<file path="config.mk">
export PLATFORM = sky130hd
export DESIGN_NAME = serial_frame_ctrl
export DESIGN_NICKNAME = d
export VERILOG_FILES = /design/src/rtl/serial_frame_pkg.sv /design/src/rtl/frame_bit_counter.sv /design/src/rtl/serial_frame_ctrl.sv
export SDC_FILE = /design/constraint.sdc
export NUM_CORES = 1
export LEC_CHECK = 0
export CAP_MARGIN = 20
export CORE_ASPECT_RATIO = 1.2
export CORE_MARGIN = 2
export CORE_UTILIZATION = 35
export CTS_CLUSTER_SIZE = 14
export DETAILED_ROUTE_END_ITERATION = 12
export MAX_ROUTING_LAYER = met4
export PLACE_DENSITY = 0.71
export SLEW_MARGIN = 25
export SYNTH_ARGS = -nofsm -noshare
export SYNTH_HDL_FRONTEND = slang
export SYNTH_SLANG_ARGS = --single-unit
export TNS_END_PERCENT = 1
</file>
<file path="constraint.sdc">
create_clock -name clk -period 2.29 [get_ports clk]
set_clock_uncertainty 0.05 [all_clocks]
set_input_delay 0.458 -clock clk [delete_from_list [all_inputs] [get_ports clk]]
set_output_delay 0.458 -clock clk [all_outputs]
set_load 0.02 [all_outputs]
</file>
<file path="src/rtl/serial_frame_pkg.sv">
// serial_frame_pkg: definitions shared by the serial frame controller and its
// bit counter.
//   state_t   - controller state encoding (idle / shifting / holding a frame)
//   LenAuto   - frame_len value that selects a full-width frame
//   clamp_len - maps a requested frame length to the effective length L
package serial_frame_pkg;

    typedef enum logic [1:0] {
        StIdle  = 2'd0,
        StShift = 2'd1,
        StHold  = 2'd2
    } state_t;

    // A frame_len of zero means "use the whole shift register".
    localparam int unsigned LenAuto = 0;

    // Out-of-range requests (zero or longer than the register) fall back to
    // the full register width so a frame can never overrun the data path.
    function automatic int unsigned clamp_len(int unsigned len, int unsigned width);
        if (len == LenAuto || len > width) begin
            return width;
        end
        return len;
    endfunction

endpackage

</file>
<file path="src/rtl/frame_bit_counter.sv">
// frame_bit_counter: counts the bits sampled into the current frame.
//   clk   - clock, rising edge
//   rst   - asynchronous active-high reset (count and length cleared)
//   load  - frame accepted: latch len and count the first bit (count = 1)
//   inc   - one more bit sampled this cycle
//   len   - effective frame length L, taken only on load
//   last  - the bit sampled this cycle is bit L-1 of the frame
module frame_bit_counter #(
    parameter int unsigned CNT_W = 4
) (
    input  logic             clk,
    input  logic             rst,
    input  logic             load,
    input  logic             inc,
    input  logic [CNT_W-1:0] len,
    output logic             last
);

    logic [CNT_W-1:0] count_q;
    logic [CNT_W-1:0] len_q;

    always_ff @(posedge clk or posedge rst) begin
        if (rst) begin
            count_q <= '0;
            len_q   <= '0;
        end else if (load) begin
            count_q <= CNT_W'(1);
            len_q   <= len;
        end else if (inc) begin
            count_q <= count_q + CNT_W'(1);
        end
    end

    // count_q holds the number of bits already sampled, so the bit being
    // sampled now is the final one when one more would reach L.
    assign last = (count_q + CNT_W'(1)) == len_q;

endmodule

</file>
<file path="src/rtl/serial_frame_ctrl.sv">
// serial_frame_ctrl: assembles a serial bit stream into a parallel frame and
// holds it until the downstream side takes it.
//   clk         - clock, rising edge
//   rst         - asynchronous active-high reset
//   start       - frame-start strobe; serial_in in the same cycle is bit 0
//   serial_in   - serial data, sampled when shift_en is high
//   frame_len   - requested frame length, taken on an accepted start
//   out_ready   - downstream accepts frame_data while frame_valid is high
//   shift_en    - a bit is sampled this cycle
//   frame_data  - assembled frame, first bit ends in bit L-1
//   frame_valid - frame_data complete and stable
//   busy        - controller not idle
//   overrun     - start ignored this cycle
module serial_frame_ctrl #(
    parameter int unsigned WIDTH = 8,
    parameter int unsigned CNT_W = 4
) (
    input  logic             clk,
    input  logic             rst,
    input  logic             start,
    input  logic             serial_in,
    input  logic [CNT_W-1:0] frame_len,
    input  logic             out_ready,
    output logic             shift_en,
    output logic [WIDTH-1:0] frame_data,
    output logic             frame_valid,
    output logic             busy,
    output logic             overrun
);

    import serial_frame_pkg::*;

    state_t           state_q;
    logic [WIDTH-1:0] data_q;
    logic [CNT_W-1:0] eff_len;
    logic             accept;
    logic             cnt_last;

    assign eff_len = CNT_W'(clamp_len(32'(frame_len), WIDTH));

    // A new frame may start from idle, or from hold in the very cycle the
    // current frame is handed off, which gives back-to-back frames.
    assign accept = start & ((state_q == StIdle) | ((state_q == StHold) & out_ready));

    frame_bit_counter #(
        .CNT_W (CNT_W)
    ) u_bit_counter (
        .clk  (clk),
        .rst  (rst),
        .load (accept),
        .inc  (state_q == StShift),
        .len  (eff_len),
        .last (cnt_last)
    );

    always_ff @(posedge clk or posedge rst) begin
        if (rst) begin
            state_q <= StIdle;
            data_q  <= '0;
        end else if (accept) begin
            // Fresh frame: drop the old contents so unused high bits read 0.
            data_q  <= {{(WIDTH-1){1'b0}}, serial_in};
            state_q <= (eff_len == CNT_W'(1)) ? StHold : StShift;
        end else begin
            case (state_q)
                StShift: begin
                    data_q <= {data_q[WIDTH-2:0], serial_in};
                    if (cnt_last) begin
                        state_q <= StHold;
                    end
                end
                StHold: begin
                    if (out_ready) begin
                        state_q <= StIdle;
                    end
                end
                default: state_q <= StIdle;
            endcase
        end
    end

    // shift_en and overrun depend on the live start input; gating with rst
    // keeps them low while reset is held even if start is asserted.
    assign shift_en    = ~rst & (accept | (state_q == StShift));
    assign overrun     = ~rst & start &
                         ((state_q == StShift) | ((state_q == StHold) & ~out_ready));
    assign frame_valid = (state_q == StHold);
    assign busy        = (state_q != StIdle);
    assign frame_data  = data_q;

endmodule

</file>
; Word level (Yosys, flattened, before mapping)
; Index checks and enable logic that the tools add are counted.
[word_totals]
word_cells = 41
reg_bits = 18
out_inout_bits = 12
inputBits = 9
[classes]
eq_ne = 6
add_sub_neg = 1
bitwise_logic = 11
reduce_logical = 6
mux = 12
order_cmp = 1
[ops]
columns = cell, count
row1 = $mux 4, 4
row2 = $mux 8, 2
row3 = $mux 2, 4
row4 = $and 1x1->1, 6
row5 = $add 4x1->4 const B, 1
row6 = $eq 4x1->1 const B, 1
row7 = $eq 4x4->1, 1
row8 = $gt 4x4->1 const B, 1
row9 = $logic_not 4->1, 1
row10 = $pmux 2 s2, 1
row11 = $reduce_bool 2->1, 2
row12 = $ne 3x2->1 const B, 1
row13 = $ne 3x3->1 const B, 1
row14 = $or 1x1->1, 3
row15 = $eq 2x1->1 const B, 1
row16 = $eq 2x2->1 const B, 1
row17 = $logic_not 2->1, 1
row18 = $not 1->1, 2
row19 = $reduce_and 2->1, 1
row20 = $logic_or 1x1->1, 1
row21 = $mux 1, 1

; Logic depth before layout (Yosys ltp)
; Gate-level depths: netlist of run 1.
[depth]
word_depth = 7
depth_mapped = 5
mapped_depth_nobuf = 5

; Modules after synthesis
; From an unflattened synthesis of run 1, not the netlist that was laid out.
[hier_totals]
cells_unflattened = 91
hier_area_um2 = 925.9
[by_module_without_submodules]
columns = mod, area_each_um2, instances, cells_per_inst
row1 = serial_frame_ctrl, 533.0, 1, 58
row2 = frame_bit_counter, 392.9, 1, 33

; Worst setup path before layout of run 1
; OpenSTA, ideal clock, no wires.
[synth_timing]
kind = input to output
start = input port out_ready
end = output port shift_en
path_slack_ns = 0.538
path_stages = 4
arrival_ns = 1.244
path_cell_list = and2b_1 > nor2_4 > nor2_1 > nor2_1
[synth_via]
elab_chain_cells = 5
[synth_rtl]
columns = item, line_no
row1 = from (decl), serial_frame_ctrl.sv:23  ; input logic out_ready,
row2 = $and 1x1->1, serial_frame_ctrl.sv:43  ; assign accept = start & ((state_q == StIdle) | ((state_q == StHold) & out_ready));
row3 = $or 1x1->1, serial_frame_ctrl.sv:43
row4 = $and 1x1->1, serial_frame_ctrl.sv:43
row5 = $or 1x1->1, serial_frame_ctrl.sv:84  ; assign shift_en = ~rst & (accept | (state_q == StShift));
row6 = $and 1x1->1, serial_frame_ctrl.sv:84
row7 = to (decl), serial_frame_ctrl.sv:24  ; output logic shift_en,
; No other way between the ends.

; Worst setup path after layout of run 1
[layout_timing]
start = input port out_ready
end = output port overrun
[layout_via]
elab_chain_cells = 4
[layout_rtl]
columns = item, line_no
row1 = $not 1->1, serial_frame_ctrl.sv:86  ; ((state_q == StShift) | ((state_q == StHold) & ~out_ready));
row2 = $and 1x1->1, serial_frame_ctrl.sv:86
row3 = $or 1x1->1, serial_frame_ctrl.sv:86
row4 = $and 1x1->1, serial_frame_ctrl.sv:85  ; assign overrun = ~rst & start &
row5 = to (decl), serial_frame_ctrl.sv:28  ; output logic overrun
; No other way between the ends.

==> results.cfg, run 1 <==
[status]
outcome = completed

[critical_path]
crit_type = in -> out
r2r_slack_ps = 670
slowest_stage = clkdlybuf4s50_1
arrival_ps = 1630
r2r_start = u_bit_counter.count_q[0]$_DFFE_PP0P_
max_stage_delay_ps = 450
critPathMaxFanout = 4
reg2reg_depth = 5
end_kind = output pin
crit_chain = clkdlybuf4s50_1 > and2b_1 > nor2b_1 > o211a_1 > clkbuf_2
startpoint_type = input pin
cp.required_ps = 1780
r2r_end = state_q[0]$_DFFE_PP0P_

[placed_design]
pre_cts_slack_ps = -237
dp_cells = 146
place_area_sq_um = 1150
port_buffers = 20
dpl.hpwl_um = 1330
place_congestion = 0.746

[cts]
root_buffer = clkbuf_4
cts_max_path_buffers = 2
insertion_delay_ps = 300
cts_tree = built
clkSlewWorstSetupHoldPaths_ps = 100
numClockSinks = 18
cts_max_level = 1
cts_hold_buffers = 0
cts_made_buffers = 3

[detailed_routing]
drt-met1-wl_um = 790
dr.pass1.iters = 4
vias_per_cell = 4.86
routed_wl_um = 1770
drc = 0
wl_met2_um = 880
top_layer = met4
drt_iter0_drc = 7
wl_met3_um = 42
num_vias = 724
wl_per_cell_um = 11.9
ant_nets = 0

[synth]
synth.cell_area_sq_um = 887
syn_area_per_cell_sq_um = 9.75
ys_types = 27
syn_nets = 101
yosys_warnings = 0
synth_top_area_share_pct = 50.8
yosysMostFrequentCell = dfrtp_1
synth_largest_area_cell = dfrtp_1
synth.top_cells.by_count = 18 x dfrtp_1, 17 x nand2_1, 11 x o21ai_0
ys_ff_latch = 18
synth_edf_count = 0
ys_top_cells_by_area = dfrtp_1 51%, nand2_1 7.2%, o21ai_0 6.2%, xnor2_1 4.9%, nand3b_1 2.5%
synthFlopType = dfrtp_1
seq_area_frac_synth_pct = 50.8
async_flop_share_pct = 100
syn-instance-count = 91

[floorplan]
die-area_sq_um = 2960
die_w_um = 50.0
rows = 20
core_area_sq_um = 2480
initial_core_util_pct = 35.8
ios = 21
dieHeight_um = 59.2

[global_routing]
grt_antenna_before_repair = 0
grt-ovfl-total = 0
grt_pass1_vias = 743
grt_usage_pct = 14.9
grt_pass1_wl_um = 3160
grt_max_degree = 19

[timing]
fmax_mhz = 467
finalCriticalPeriod_ps = 2140
finalSetupViolations = 0
worst_pin_slew_ps = 472
slew_violations = 0
period_share_pct = 93.5
slew_headroom_pct = 68.1
fin_ws_ps = 149
rsz0062_at_grt = false
fin_tns_setup_ps = 0
hold_viol = 0
whs_ps = 458

[layout]
area_delta_synth_final_pct = 31.2
final_cell_area_sq_um = 1160
drive_gt1_share_pct = 12.1
final_net_count = 128
antenna_cells = 0
fill_cells = 228
fin_cells = 149

[min_path]
hold_path_end = frame_data[6]$_DFFE_PP0P_
hold_depth = 2
hp-class = reg -> reg
min-delay-start = frame_data[5]$_DFFE_PP0P_

[power]
power_density_nw_per_um2 = 1330
vdd_drop_max_v = 0.000634
p_leak_nw = 0.500

[job]
max_cap_viol_count = 0
cell type report:
cell class / count / area (sq um) / share of cell area [%]
Timing Repair Buffer: 25 / 228 / 19.6
Multi-Input combinational cell: 66 / 407 / 34.9
Sequential cell: 18 / 450 / 38.7
Inverter: 4 / 15.0 / 1.29
Clock buffer: 3 / 22.5 / 1.94
Tap cell: 33 / 41.3 / 3.55
flip-flops by register name (all words and copies together) (netlist names):
register	count
frame_data	8
u_bit_counter.count_q	4
u_bit_counter.len_q	4
state_q	2
layout by cell type, fill, tap and decap left out, types with 2 or more instances in the layout:
cell,instances
nand3b_1,3
buf_4,5
clkdlybuf4s50_1,18
nor2b_1,3
xnor2_1,5
dfrtp_1,18
nand2_1,17
clkbuf_2,2
nor2_1,4
nor3_1,2
nand2b_1,2
a21oi_1,3
xor2_1,2
clkbuf_4,3
o21ai_0,11
inv_1,4
layer usage:
layer,GRT usage [%],vias to the layer above
li1,-,357
met1,17.5,347
met2,23.4,15
met3,1.77,5
met4,11.1,0
met5,-,-
repair_timing:
item,CTS,global route
buffers inserted,0,0
setup endpoints to repair,2,2
resized for setup,3,3
critical path: cells and delay by family:
| family | cells | cell delay, ps |
|---|---|---|
| AO/OA/AOI/OAI | 1 | 200 |
| buffers and inverters | 2 | 600 |
| AND/OR/NAND/NOR | 2 | 370 |
worst max-delay path by stage:
stage | from | end
floorplan | out_ready | shift_en
global placement | out_ready | shift_en
detailed placement | out_ready | overrun
CTS | out_ready | overrun
global route | out_ready | overrun
finish | out_ready | overrun
kinds of logic after synthesis:
logic type,synth area share (%)
AND/OR/NAND/NOR,21.9
AO/OA/AOI/OAI,12.0
flip-flops,50.8
XOR/XNOR,6.91
buffers and inverters,3.38
multiplexers,3.67
adder cells (fa/ha/maj),1.41
power breakdown:
part	internal [mW]	total, mW	leakage [nW]	switching [mW]
Combinational	0.393	0.813	0.261	0.420
Sequential	0.461	0.581	0.225	0.120
Clock	0.0613	0.159	0.0138	0.0973
Total	0.915	1.55	0.500	0.637
stage by stage:
step	total power, mW	util, %
5_1_grt	1.68	47.0
6_report	1.55	47.0
2_1_floorplan	1.12	-
4_1_cts	1.58	47.3
3_3_place_gp	1.39	46.5
3_5_place_dp	1.42	46.5
Note: power is estimated with default switching activity, not from simulation.
==> run 2, diff against run 1 <==
--- a/config.mk
+++ b/config.mk
@@ -5,7 +5,7 @@
 export SDC_FILE = /design/constraint.sdc
 export NUM_CORES = 1
 export LEC_CHECK = 0
-export CAP_MARGIN = 20
+export CAP_MARGIN = 25
 export CORE_ASPECT_RATIO = 1.2
 export CORE_MARGIN = 2
 export CORE_UTILIZATION = 35
@@ -13,7 +13,6 @@
 export DETAILED_ROUTE_END_ITERATION = 12
 export MAX_ROUTING_LAYER = met4
 export PLACE_DENSITY = 0.71
-export SLEW_MARGIN = 25
 export SYNTH_ARGS = -nofsm -noshare
 export SYNTH_HDL_FRONTEND = slang
 export SYNTH_SLANG_ARGS = --single-unit
==> results of run 2 <==
Same layout as run 1: the final DEF is identical, and so are final timing and power.
